### src/rtl/uart_ram_loader_pkg.sv
// Shared definitions for the serial RAM boot loader.
//   loader_state_e : frame-parsing FSM states
//   SYNC_BYTE      : first byte of every image frame
//   calc_div       : clock cycles per UART bit for a given clock and baud rate
package uart_loader_pkg;

  localparam logic [7:0] SYNC_BYTE = 8'hA5;

  typedef enum logic [2:0] {
    ST_IDLE,
    ST_LEN_LO,
    ST_LEN_HI,
    ST_DATA,
    ST_CSUM,
    ST_DONE
  } loader_state_e;

  function automatic int unsigned calc_div(input int unsigned clk_freq,
                                           input int unsigned baud);
    return clk_freq / baud;
  endfunction

endpackage

### src/rtl/uart_ram_loader_if.sv
// RAM write port driven by the boot loader.
//   ram_we    : byte-lane write enables, lane k = ram_wdata[8k+7:8k]
//   ram_addr  : word address
//   ram_wdata : write data
// master = loader side, slave = RAM side.
interface uart_ram_loader_if #(
  parameter int unsigned ADDR_W = 14
);
  logic [3:0]        ram_we;
  logic [ADDR_W-1:0] ram_addr;
  logic [31:0]       ram_wdata;

  modport master (output ram_we, output ram_addr, output ram_wdata);
  modport slave  (input  ram_we, input  ram_addr, input  ram_wdata);
endinterface

### src/rtl/uart_ram_loader_rx_byte.sv
// 8N1 UART byte receiver.
//   clk, rst  : clock, asynchronous active-high reset
//   rxd       : raw serial input (idle high, LSB first)
//   rx_valid  : one-cycle strobe, good byte received (stop bit = 1)
//   rx_data   : received byte, valid with rx_valid
//   rx_ferr   : one-cycle strobe, stop bit sampled low
module uart_rx_byte #(
  parameter int unsigned DIV = 434
) (
  input  logic       clk,
  input  logic       rst,
  input  logic       rxd,
  output logic       rx_valid,
  output logic [7:0] rx_data,
  output logic       rx_ferr
);

  localparam int unsigned CNT_W = $clog2(DIV + 1);
  localparam logic [CNT_W-1:0] BIT_LAST  = CNT_W'(DIV - 1);
  localparam logic [CNT_W-1:0] HALF_LAST = CNT_W'(DIV / 2 - 1);

  logic             sync1_q, sync1_d;
  logic             sync2_q, sync2_d;
  logic             last_q,  last_d;
  logic             busy_q,  busy_d;
  logic [CNT_W-1:0] cnt_q,   cnt_d;
  logic [3:0]       bit_q,   bit_d;
  logic [7:0]       shift_q, shift_d;
  logic             valid_q, valid_d;
  logic [7:0]       data_q,  data_d;
  logic             ferr_q,  ferr_d;

  // bit_q: 0 = waiting for start-bit centre, 1..8 = data bits, 9 = stop bit
  always_comb begin
    sync1_d = rxd;
    sync2_d = sync1_q;
    last_d  = sync2_q;
    busy_d  = busy_q;
    cnt_d   = cnt_q;
    bit_d   = bit_q;
    shift_d = shift_q;
    valid_d = 1'b0;
    data_d  = data_q;
    ferr_d  = 1'b0;

    if (!busy_q) begin
      if (last_q && !sync2_q) begin
        busy_d = 1'b1;
        cnt_d  = '0;
        bit_d  = '0;
      end
    end else if (bit_q == 4'd0) begin
      if (cnt_q == HALF_LAST) begin
        // A start bit that is high again at its centre was a glitch.
        if (sync2_q) begin
          busy_d = 1'b0;
        end else begin
          cnt_d = '0;
          bit_d = 4'd1;
        end
      end else begin
        cnt_d = cnt_q + 1'b1;
      end
    end else if (cnt_q == BIT_LAST) begin
      cnt_d = '0;
      if (bit_q == 4'd9) begin
        // Back to idle at stop-bit centre so a back-to-back start edge is seen.
        busy_d = 1'b0;
        if (sync2_q) begin
          valid_d = 1'b1;
          data_d  = shift_q;
        end else begin
          ferr_d = 1'b1;
        end
      end else begin
        shift_d = {sync2_q, shift_q[7:1]};
        bit_d   = bit_q + 4'd1;
      end
    end else begin
      cnt_d = cnt_q + 1'b1;
    end
  end

  always_ff @(posedge clk or posedge rst) begin
    if (rst) begin
      sync1_q <= 1'b1;
      sync2_q <= 1'b1;
      last_q  <= 1'b1;
      busy_q  <= 1'b0;
      cnt_q   <= '0;
      bit_q   <= '0;
      shift_q <= '0;
      valid_q <= 1'b0;
      data_q  <= '0;
      ferr_q  <= 1'b0;
    end else begin
      sync1_q <= sync1_d;
      sync2_q <= sync2_d;
      last_q  <= last_d;
      busy_q  <= busy_d;
      cnt_q   <= cnt_d;
      bit_q   <= bit_d;
      shift_q <= shift_d;
      valid_q <= valid_d;
      data_q  <= data_d;
      ferr_q  <= ferr_d;
    end
  end

  assign rx_valid = valid_q;
  assign rx_data  = data_q;
  assign rx_ferr  = ferr_q;

endmodule

### src/rtl/uart_ram_loader.sv
// Serial boot loader: receives a framed image on the UART pin and writes it
// word by word into on-chip RAM, holding the CPU in reset until a complete,
// checksum-valid image has been written.
//   io_axiClk     : clock
//   io_asyncReset : asynchronous active-high reset
//   io_uart_rxd   : serial input, 8N1, idle high
//   ram           : RAM write port (ram_we / ram_addr / ram_wdata)
//   cpu_reset     : CPU reset request, released once the image is accepted
//   load_done     : sticky, image accepted
//   load_err      : sticky until next sync byte, frame rejected
// Frame: A5, LEN_LO, LEN_HI, 4*N data bytes (little-endian words), CSUM.
module uart_ram_loader
  import uart_loader_pkg::*;
#(
  parameter int unsigned CLK_FREQ = 50_000_000,
  parameter int unsigned BAUD     = 115200,
  parameter int unsigned ADDR_W   = 14
) (
  input  logic               io_axiClk,
  input  logic               io_asyncReset,
  input  logic               io_uart_rxd,
  uart_ram_loader_if.master  ram,
  output logic               cpu_reset,
  output logic               load_done,
  output logic               load_err
);

  localparam int unsigned DIV = calc_div(CLK_FREQ, BAUD);
  localparam logic [16:0] MAX_WORDS = 17'(1) << ADDR_W;

  logic       rx_valid;
  logic [7:0] rx_data;
  logic       rx_ferr;

  uart_rx_byte #(
    .DIV (DIV)
  ) u_rx (
    .clk      (io_axiClk),
    .rst      (io_asyncReset),
    .rxd      (io_uart_rxd),
    .rx_valid (rx_valid),
    .rx_data  (rx_data),
    .rx_ferr  (rx_ferr)
  );

  loader_state_e     state_q,     state_d;
  logic [15:0]       len_q,       len_d;
  logic [15:0]       word_cnt_q,  word_cnt_d;
  logic [1:0]        byte_cnt_q,  byte_cnt_d;
  logic [7:0]        sum_q,       sum_d;
  logic [23:0]       word_q,      word_d;
  logic [3:0]        we_q,        we_d;
  logic [ADDR_W-1:0] addr_q,      addr_d;
  logic [31:0]       wdata_q,     wdata_d;
  logic              cpu_reset_q, cpu_reset_d;
  logic              done_q,      done_d;
  logic              err_q,       err_d;

  logic [15:0] n_words;
  assign n_words = {rx_data, len_q[7:0]};

  always_comb begin
    state_d     = state_q;
    len_d       = len_q;
    word_cnt_d  = word_cnt_q;
    byte_cnt_d  = byte_cnt_q;
    sum_d       = sum_q;
    word_d      = word_q;
    we_d        = '0;
    addr_d      = addr_q;
    wdata_d     = wdata_q;
    cpu_reset_d = cpu_reset_q;
    done_d      = done_q;
    err_d       = err_q;

    if (rx_ferr && state_q != ST_DONE) begin
      err_d   = 1'b1;
      state_d = ST_IDLE;
    end else if (rx_valid) begin
      case (state_q)
        ST_IDLE: begin
          if (rx_data == SYNC_BYTE) begin
            state_d    = ST_LEN_LO;
            err_d      = 1'b0;
            sum_d      = '0;
            word_cnt_d = '0;
            byte_cnt_d = '0;
          end
        end
        ST_LEN_LO: begin
          len_d   = {8'h00, rx_data};
          state_d = ST_LEN_HI;
        end
        ST_LEN_HI: begin
          len_d = n_words;
          if ({1'b0, n_words} > MAX_WORDS) begin
            err_d   = 1'b1;
            state_d = ST_IDLE;
          end else if (n_words == 16'd0) begin
            state_d = ST_CSUM;
          end else begin
            state_d = ST_DATA;
          end
        end
        ST_DATA: begin
          sum_d      = sum_q + rx_data;
          byte_cnt_d = byte_cnt_q + 2'd1;
          case (byte_cnt_q)
            2'd0: word_d[7:0]   = rx_data;
            2'd1: word_d[15:8]  = rx_data;
            2'd2: word_d[23:16] = rx_data;
            default: begin
              // Lane 3 completes the word; write it straight from the byte.
              we_d       = '1;
              addr_d     = word_cnt_q[ADDR_W-1:0];
              wdata_d    = {rx_data, word_q};
              word_cnt_d = word_cnt_q + 16'd1;
              if (word_cnt_q == len_q - 16'd1) begin
                state_d = ST_CSUM;
              end
            end
          endcase
        end
        ST_CSUM: begin
          if (rx_data == sum_q) begin
            state_d     = ST_DONE;
            cpu_reset_d = 1'b0;
            done_d      = 1'b1;
          end else begin
            err_d   = 1'b1;
            state_d = ST_IDLE;
          end
        end
        ST_DONE: begin
        end
        default: state_d = ST_IDLE;
      endcase
    end
  end

  always_ff @(posedge io_axiClk or posedge io_asyncReset) begin
    if (io_asyncReset) begin
      state_q     <= ST_IDLE;
      len_q       <= '0;
      word_cnt_q  <= '0;
      byte_cnt_q  <= '0;
      sum_q       <= '0;
      word_q      <= '0;
      we_q        <= '0;
      addr_q      <= '0;
      wdata_q     <= '0;
      cpu_reset_q <= 1'b1;
      done_q      <= 1'b0;
      err_q       <= 1'b0;
    end else begin
      state_q     <= state_d;
      len_q       <= len_d;
      word_cnt_q  <= word_cnt_d;
      byte_cnt_q  <= byte_cnt_d;
      sum_q       <= sum_d;
      word_q      <= word_d;
      we_q        <= we_d;
      addr_q      <= addr_d;
      wdata_q     <= wdata_d;
      cpu_reset_q <= cpu_reset_d;
      done_q      <= done_d;
      err_q       <= err_d;
    end
  end

  assign ram.ram_we    = we_q;
  assign ram.ram_addr  = addr_q;
  assign ram.ram_wdata = wdata_q;
  assign cpu_reset     = cpu_reset_q;
  assign load_done     = done_q;
  assign load_err      = err_q;

endmodule

### src/flat_wrapper.sv
// flat-port wrapper written by rule: the top's interface ports become plain ports
module uart_ram_loader_flat import uart_loader_pkg::*;
#(
  parameter int unsigned CLK_FREQ = 50_000_000,
  parameter int unsigned BAUD     = 115200,
  parameter int unsigned ADDR_W   = 14
)
  (io_axiClk, io_asyncReset, io_uart_rxd, cpu_reset, load_done, load_err, ram_ram_we, ram_ram_addr, ram_ram_wdata);
  uart_ram_loader_if #(.ADDR_W(ADDR_W)) ram_i ();
  input  logic io_axiClk;
  input  logic io_asyncReset;
  input  logic io_uart_rxd;
  output logic cpu_reset;
  output logic load_done;
  output logic load_err;
  output wire logic [$bits(ram_i.ram_we)-1:0] ram_ram_we;
  output wire logic [$bits(ram_i.ram_addr)-1:0] ram_ram_addr;
  output wire logic [$bits(ram_i.ram_wdata)-1:0] ram_ram_wdata;
  assign ram_ram_we = ram_i.ram_we;
  assign ram_ram_addr = ram_i.ram_addr;
  assign ram_ram_wdata = ram_i.ram_wdata;
  uart_ram_loader #(.CLK_FREQ(CLK_FREQ), .BAUD(BAUD), .ADDR_W(ADDR_W)) u_core (.io_axiClk(io_axiClk), .io_asyncReset(io_asyncReset), .io_uart_rxd(io_uart_rxd), .ram(ram_i), .cpu_reset(cpu_reset), .load_done(load_done), .load_err(load_err));
endmodule
### config.mk
export PLATFORM = sky130hd
export DESIGN_NAME = uart_ram_loader_flat
export DESIGN_NICKNAME = d
export VERILOG_FILES = /design/src/rtl/uart_ram_loader_pkg.sv /design/src/rtl/uart_ram_loader_if.sv /design/src/rtl/uart_ram_loader_rx_byte.sv /design/src/rtl/uart_ram_loader.sv /design/src/flat_wrapper.sv
export SDC_FILE = /design/constraint.sdc
export NUM_CORES = 1
export LEC_CHECK = 0
export ABC_AREA = 1
export CAP_MARGIN = 25
export CELL_PAD_IN_SITES_DETAIL_PLACEMENT = 0
export CELL_PAD_IN_SITES_GLOBAL_PLACEMENT = 1
export CORE_ASPECT_RATIO = 1.2
export CORE_MARGIN = 3
export CORE_UTILIZATION = 48
export CTS_CLUSTER_SIZE = 40
export DETAILED_ROUTE_END_ITERATION = 12
export HOLD_SLACK_MARGIN = 0.1
export PLACE_DENSITY = 0.95
export SYNTH_ARGS = -nofsm -noshare
export SYNTH_HDL_FRONTEND = slang
export SYNTH_SLANG_ARGS = --single-unit
### constraint.sdc
create_clock -name io_axiClk -period 8.7 [get_ports io_axiClk]
set_input_delay 1.74 -clock io_axiClk [delete_from_list [all_inputs] [get_ports io_axiClk]]
set_output_delay 1.74 -clock io_axiClk [all_outputs]
set_load 0.05 [all_outputs]
# After elaboration in Yosys (flattened, before gate mapping)
# Cells that the tools add are included.
dict set report word_totals {
  in_bits 3
  memories 0
  ram_bits 0
  ff_bits 157
  elab_cells 148
  output_inout_bits 53
  latch_bits 0
  mem_bits_ro 0
}
dict set report classes {
  n_div 0
  bitwise 5
  addsub 6
  n_lt_le_gt_ge 1
  shift 0
  n_eq_ne 27
  multipliers 0
  n_mux 56
  reduce_logical 28
}
# operator n
set ops {}
lappend ops {{16-bit one-hot mux with 2 select lines} 2}
lappend ops {{9-bit 2-to-1 mux} 6}
lappend ops {{4-bit 2-to-1 mux} 11}
lappend ops {{16-bit 2-to-1 mux} 2}
lappend ops {{4-bit AND reduction} 8}
lappend ops {{5-bit AND reduction} 5}
lappend ops {{3-bit 2-to-1 mux} 8}
lappend ops {{1-bit 2-to-1 mux} 21}
lappend ops {{3-bit one-hot mux with 6 select lines} 1}
lappend ops {{16-bit by 1-bit adder with 16-bit output, second input constant} 1}
lappend ops {{16-bit == test} 1}
lappend ops {{16-bit by 15-bit > comparator with 1-bit output, second input constant} 1}
lappend ops {{16-bit zero test} 1}
lappend ops {{8-bit one-hot mux with 2 select lines} 1}
lappend ops {{16-bit by 1-bit subtractor with 16-bit output, second input constant} 1}
lappend ops {{3-bit by 1-bit inequality test with 1-bit output, second input constant} 4}
lappend ops {{9-bit by 1-bit adder with 9-bit output, second input constant} 1}
lappend ops {{9-bit by 8-bit == test with 1-bit output, second input constant} 1}
lappend ops {{9-bit == test, second input constant} 1}
lappend ops {{3-bit by 2-bit inequality test with 1-bit output, second input constant} 3}
lappend ops {{3-bit inequality test, second input constant} 3}
lappend ops {{8-bit adder} 1}
lappend ops {{8-bit == test} 1}
lappend ops {{8-bit == test, second input constant} 1}
lappend ops {{other kinds (26)} 37}

# Longest topological paths before layout
dict set report logic_depth {
  ltp_word 7
  mapped_depth 16
}

# By module
# From an unflattened synthesis, not the netlist that was laid out.
dict set report unflattened {
  hier_cells 977
  area_unflattened_um2 7917.6
}
# module cells_per_inst instances area_per_inst_um2 seq_area_each_um2
set modules_own_cells {}
lappend modules_own_cells {uart_ram_loader 749 1 6013.3 2979.1}
lappend modules_own_cells {uart_rx_byte 228 1 1904.3 879.6}

# Worst setup path after synthesis
# OpenSTA, ideal clock, no wires.
dict set report synth_timing {
  kind {register to output}
  startpoint {register, netlist name u_core.ram.ram_we[2]}
  endpoint {output port ram_ram_we[1]}
  arrival_time_ns 0.923
  required_ns 6.960
  setup_slack_ns 6.037
  stages_incl_launch_ff 2
  path_cell_list {dfrtp_1 buf_4}
}
# element line
set synth_lines {}
lappend synth_lines {{end: declaration} flat_wrapper.sv:16} ;# output wire logic [$bits(ram_i.ram_we)-1:0] ram_ram_we;

# Worst setup path in the final report
dict set report layout_timing {
  startpoint {register u_core.cpu_reset_q, in the netlist u_core.cpu_reset}
  endpoint {output port cpu_reset}
}
# element line
set layout_lines {}
lappend layout_lines {{start: declaration} uart_ram_loader.sv:55} ;# logic cpu_reset_q, cpu_reset_d;
lappend layout_lines {{start signal: assignment} uart_ram_loader.sv:165} ;# cpu_reset_q <= cpu_reset_d;
lappend layout_lines {{end: declaration} flat_wrapper.sv:13} ;# output logic cpu_reset;
# No word-level cell between the ends.

==> impl_metrics.env <==
export IMPL_finalMaxSlewViolations=0
export IMPL_hold_viol=0
export IMPL_syn_cell_area_mm2=0.00763
export IMPL_synth_edf_count=0
export IMPL_max_slew_margin_pct=44.4
export IMPL_crit_path_max_fanout=2
export IMPL_setup_viol=0
export IMPL_coreArea_mm2=0.0153
export IMPL_synthCells=904
export IMPL_htree_levels=4
export IMPL_worst_path_buf_inv=1
export IMPL_synth_cell_types=52
export IMPL_cts_buffers=17
export IMPL_end_kind="primary output"
export IMPL_clk_path_buf_depth=2
export IMPL_nNetsFinal=975
export IMPL_vias=6027
export IMPL_cp_data_required_time_ns=6.96
export IMPL_io_buffers=55
export IMPL_gp_congestion=0.830
export IMPL_start_kind="flip-flop"
export IMPL_wirelength_mm=16.7
export IMPL_ys_seq_elements=154
export IMPL_synthArstFlopShare_pct=100
export IMPL_wl_per_cell_um=14.3
export IMPL_min_path_type="reg -> reg"
export IMPL_die_h_um=144
export IMPL_ant_nets=0
export IMPL_dieArea_mm2=0.0175
export IMPL_grt_max_degree=89
export IMPL_fmax_ghz=0.286
export IMPL_critical_path_max_stage_delay_ns=0.79
export IMPL_rsz0062_at_grt="no"
export IMPL_firstDrtPassIters=5
export IMPL_outcome="complete, no violations"
export IMPL_start_util_pct=50.0
export IMPL_period_share_pct=40.1
export IMPL_worst_pin_slew_ns=0.829
export IMPL_critPathKind="reg -> out"
export IMPL_postCtsSetupBuffers=0
export IMPL_grt_pass1_vias=5838
export IMPL_dr_first_iter_drc_count=478
export IMPL_yosysWarnings=0
export IMPL_fin_tns_setup_ns=0
export IMPL_grt_usage_pct=20.7
export IMPL_synth_net_count=928
export IMPL_die_width_um=121
export IMPL_dp_hpwl_mm=11.4
export IMPL_syn_avg_cell_area_um2=8.44
export IMPL_root_buffer="clkbuf_16"
export IMPL_n_antenna_cell=0
export IMPL_grt_overflow_total=0
export IMPL_ir_drop_v=0.000143
export IMPL_grt_antenna_before_repair=0
export IMPL_cap_violations=0
export IMPL_cellPowerDensity_mw_per_mm2=184
export IMPL_cts_tree="built"
export IMPL_path_cells="clkdlybuf4s50_1"
export IMPL_insertion_delay_ns=0.43
export IMPL_fin_crit_ns=3.49
export IMPL_cp_slowest_cell="clkdlybuf4s50_1"
export IMPL_cts_resized_gates=0
export IMPL_io_pins=56
export IMPL_critPathTopFamily="buffers and inverters"
export IMPL_num_rows=49
export IMPL_cts_hold_buf=0
export IMPL_clock_sinks=154
export IMPL_clock_skew_ns=0.0124
export IMPL_drc=0
export IMPL_path_clk_slew_ns=0.06
export IMPL_drive_above_1_share_pct=7.17
export IMPL_yosys_most_used_dff="dfrtp_1"
export IMPL_grt_pass1_wl_mm=28.7
export IMPL_cp_arrival_ns=1.75
export IMPL_routed_via_density=5.16
export IMPL_holdWs_ns=0.356
export IMPL_leakagePower_nw=4.34
export IMPL_syn_to_final_growth_pct=15.8
export IMPL_ys_seq_area_share_pct=50.6
==> cells in the mapped netlist, types with 4 or more instances <==
master | count | share of area, %
clkbuf_1 | 9 | 0.44
nand4_1 | 13 | 1.1
nand3b_1 | 7 | 0.69
buf_2 | 9 | 0.59
inv_2 | 5 | 0.25
nand2_4 | 4 | 0.59
nor4_1 | 6 | 0.49
xor2_1 | 18 | 2.1
dfstp_2 | 4 | 1.4
ha_1 | 20 | 3.3
nand2_1 | 272 | 13
nor2_1 | 62 | 3.0
xnor2_1 | 9 | 1.0
a21oi_1 | 17 | 1.1
o21ai_0 | 72 | 4.7
o21ai_1 | 23 | 1.5
nor3_1 | 10 | 0.66
o22ai_1 | 13 | 1.1
nand3_1 | 41 | 2.7
o31ai_1 | 5 | 0.49
dfrtp_1 | 150 | 49
inv_1 | 86 | 4.2
buf_6 | 7 | 1.0
==> cells by family (layout without fill, tap and decap cells) <==
logic type	Yosys count	after routing	share of synthesized area (%)
xor+xnor	27	27	3.10
compound gates	148	148	11.1
fa+ha+maj	21	21	3.54
flops	154	154	50.6
mux	1	1	0.148
simple gates	431	431	24.6
buf+inv	122	181	7.03
==> sequential cells by signal, indices dropped and copies added, names as in the netlist, 4 cells and up <==
register / cells
u_core.len_q: 16
u_core.ram.ram_addr: 14
u_core.ram.ram_wdata: 32
u_core.sum_q: 8
u_core.u_rx.bit_q: 4
u_core.u_rx.cnt_q: 9
u_core.u_rx.rx_data: 8
u_core.u_rx.shift_q: 8
u_core.word_cnt_q: 16
u_core.word_q: 24
==> report_power, final <==
group	leakage, nW	switching, mW	internal, mW
Clock	0.273	0.312	0.406
Sequential	2.13	0.0199	0.735
Combinational	1.93	0.107	0.0444
==> cells in the final DEF (no fill, tap or decap), drive strengths merged, types with 2 or more instances in the layout <==
master and instances:
clkbuf 18, xnor2 9, dfstp 4, o21bai 2, nand4 13, nor2 69
clkinvlp 3, o22ai 13, dfrtp 150, o21ai 97, a21boi 2, nand3 42
nand2 279, nor4 6, ha 20, o31ai 8, clkinv 4, xor2 18
a21oi 19, nand3b 7, inv 99, clkdlybuf4s50 55, nor3 11
==> layer usage <==
layer | GRT usage (%) | vias up | wire length (um) | part of all wire [%]
met5 | 0 | - | 0 | 0
li1 | - | 3025 | - | -
met4 | 8.53 | 0 | 384 | 2.3
met2 | 36.1 | 120 | 8510 | 51
met3 | 3.48 | 30 | 647 | 3.9
met1 | 25.7 | 2852 | 7160 | 43
==> path summary, 6_finish.rpt <==
kind,start,end,slack [ns],cells after the start
setup / recovery,u_core.cpu_reset,cpu_reset,5.21,1
hold / removal,u_core.u_rx.sync1_q,u_core.u_rx.last_d,0.36,0
setup reg to reg,u_core.state_q[2],u_core.ram.ram_addr[0],6.01,10
hold reg to reg,u_core.u_rx.sync1_q,u_core.u_rx.last_d,0.36,0
max in group asynchronous,io_asyncReset,u_core.ram.ram_addr[11],5.58,3
min in group asynchronous,io_asyncReset,u_core.sum_q[2],1.83,2
==> cell type report <==
cell class              count  area [um2]
inverters                  94         362
clock inverters            13         130
multi-input cells         628        3240
fillers                  1365        6430
well taps                 204         255
flip-flops and latches    154        3860
repair buffers             56         558
clock buffers              18         439
==> per-stage QoR <==
stage                     total power [mW]  util, %  area (um2)  worst slack (ns)  std cells
final                                 1.62     57.9        8840              5.21       1167
after global routing                  1.70     57.9        8840              5.18       1167
after CTS                             1.64     57.9        8840              5.19       1167
after detailed placement             0.920     54.2        8270              4.97       1136
after global placement               0.916     54.2        8270              5.00       1136
after floorplan                      0.881        -        7630              2.82        904
Power figures use the tool's default switching activity.
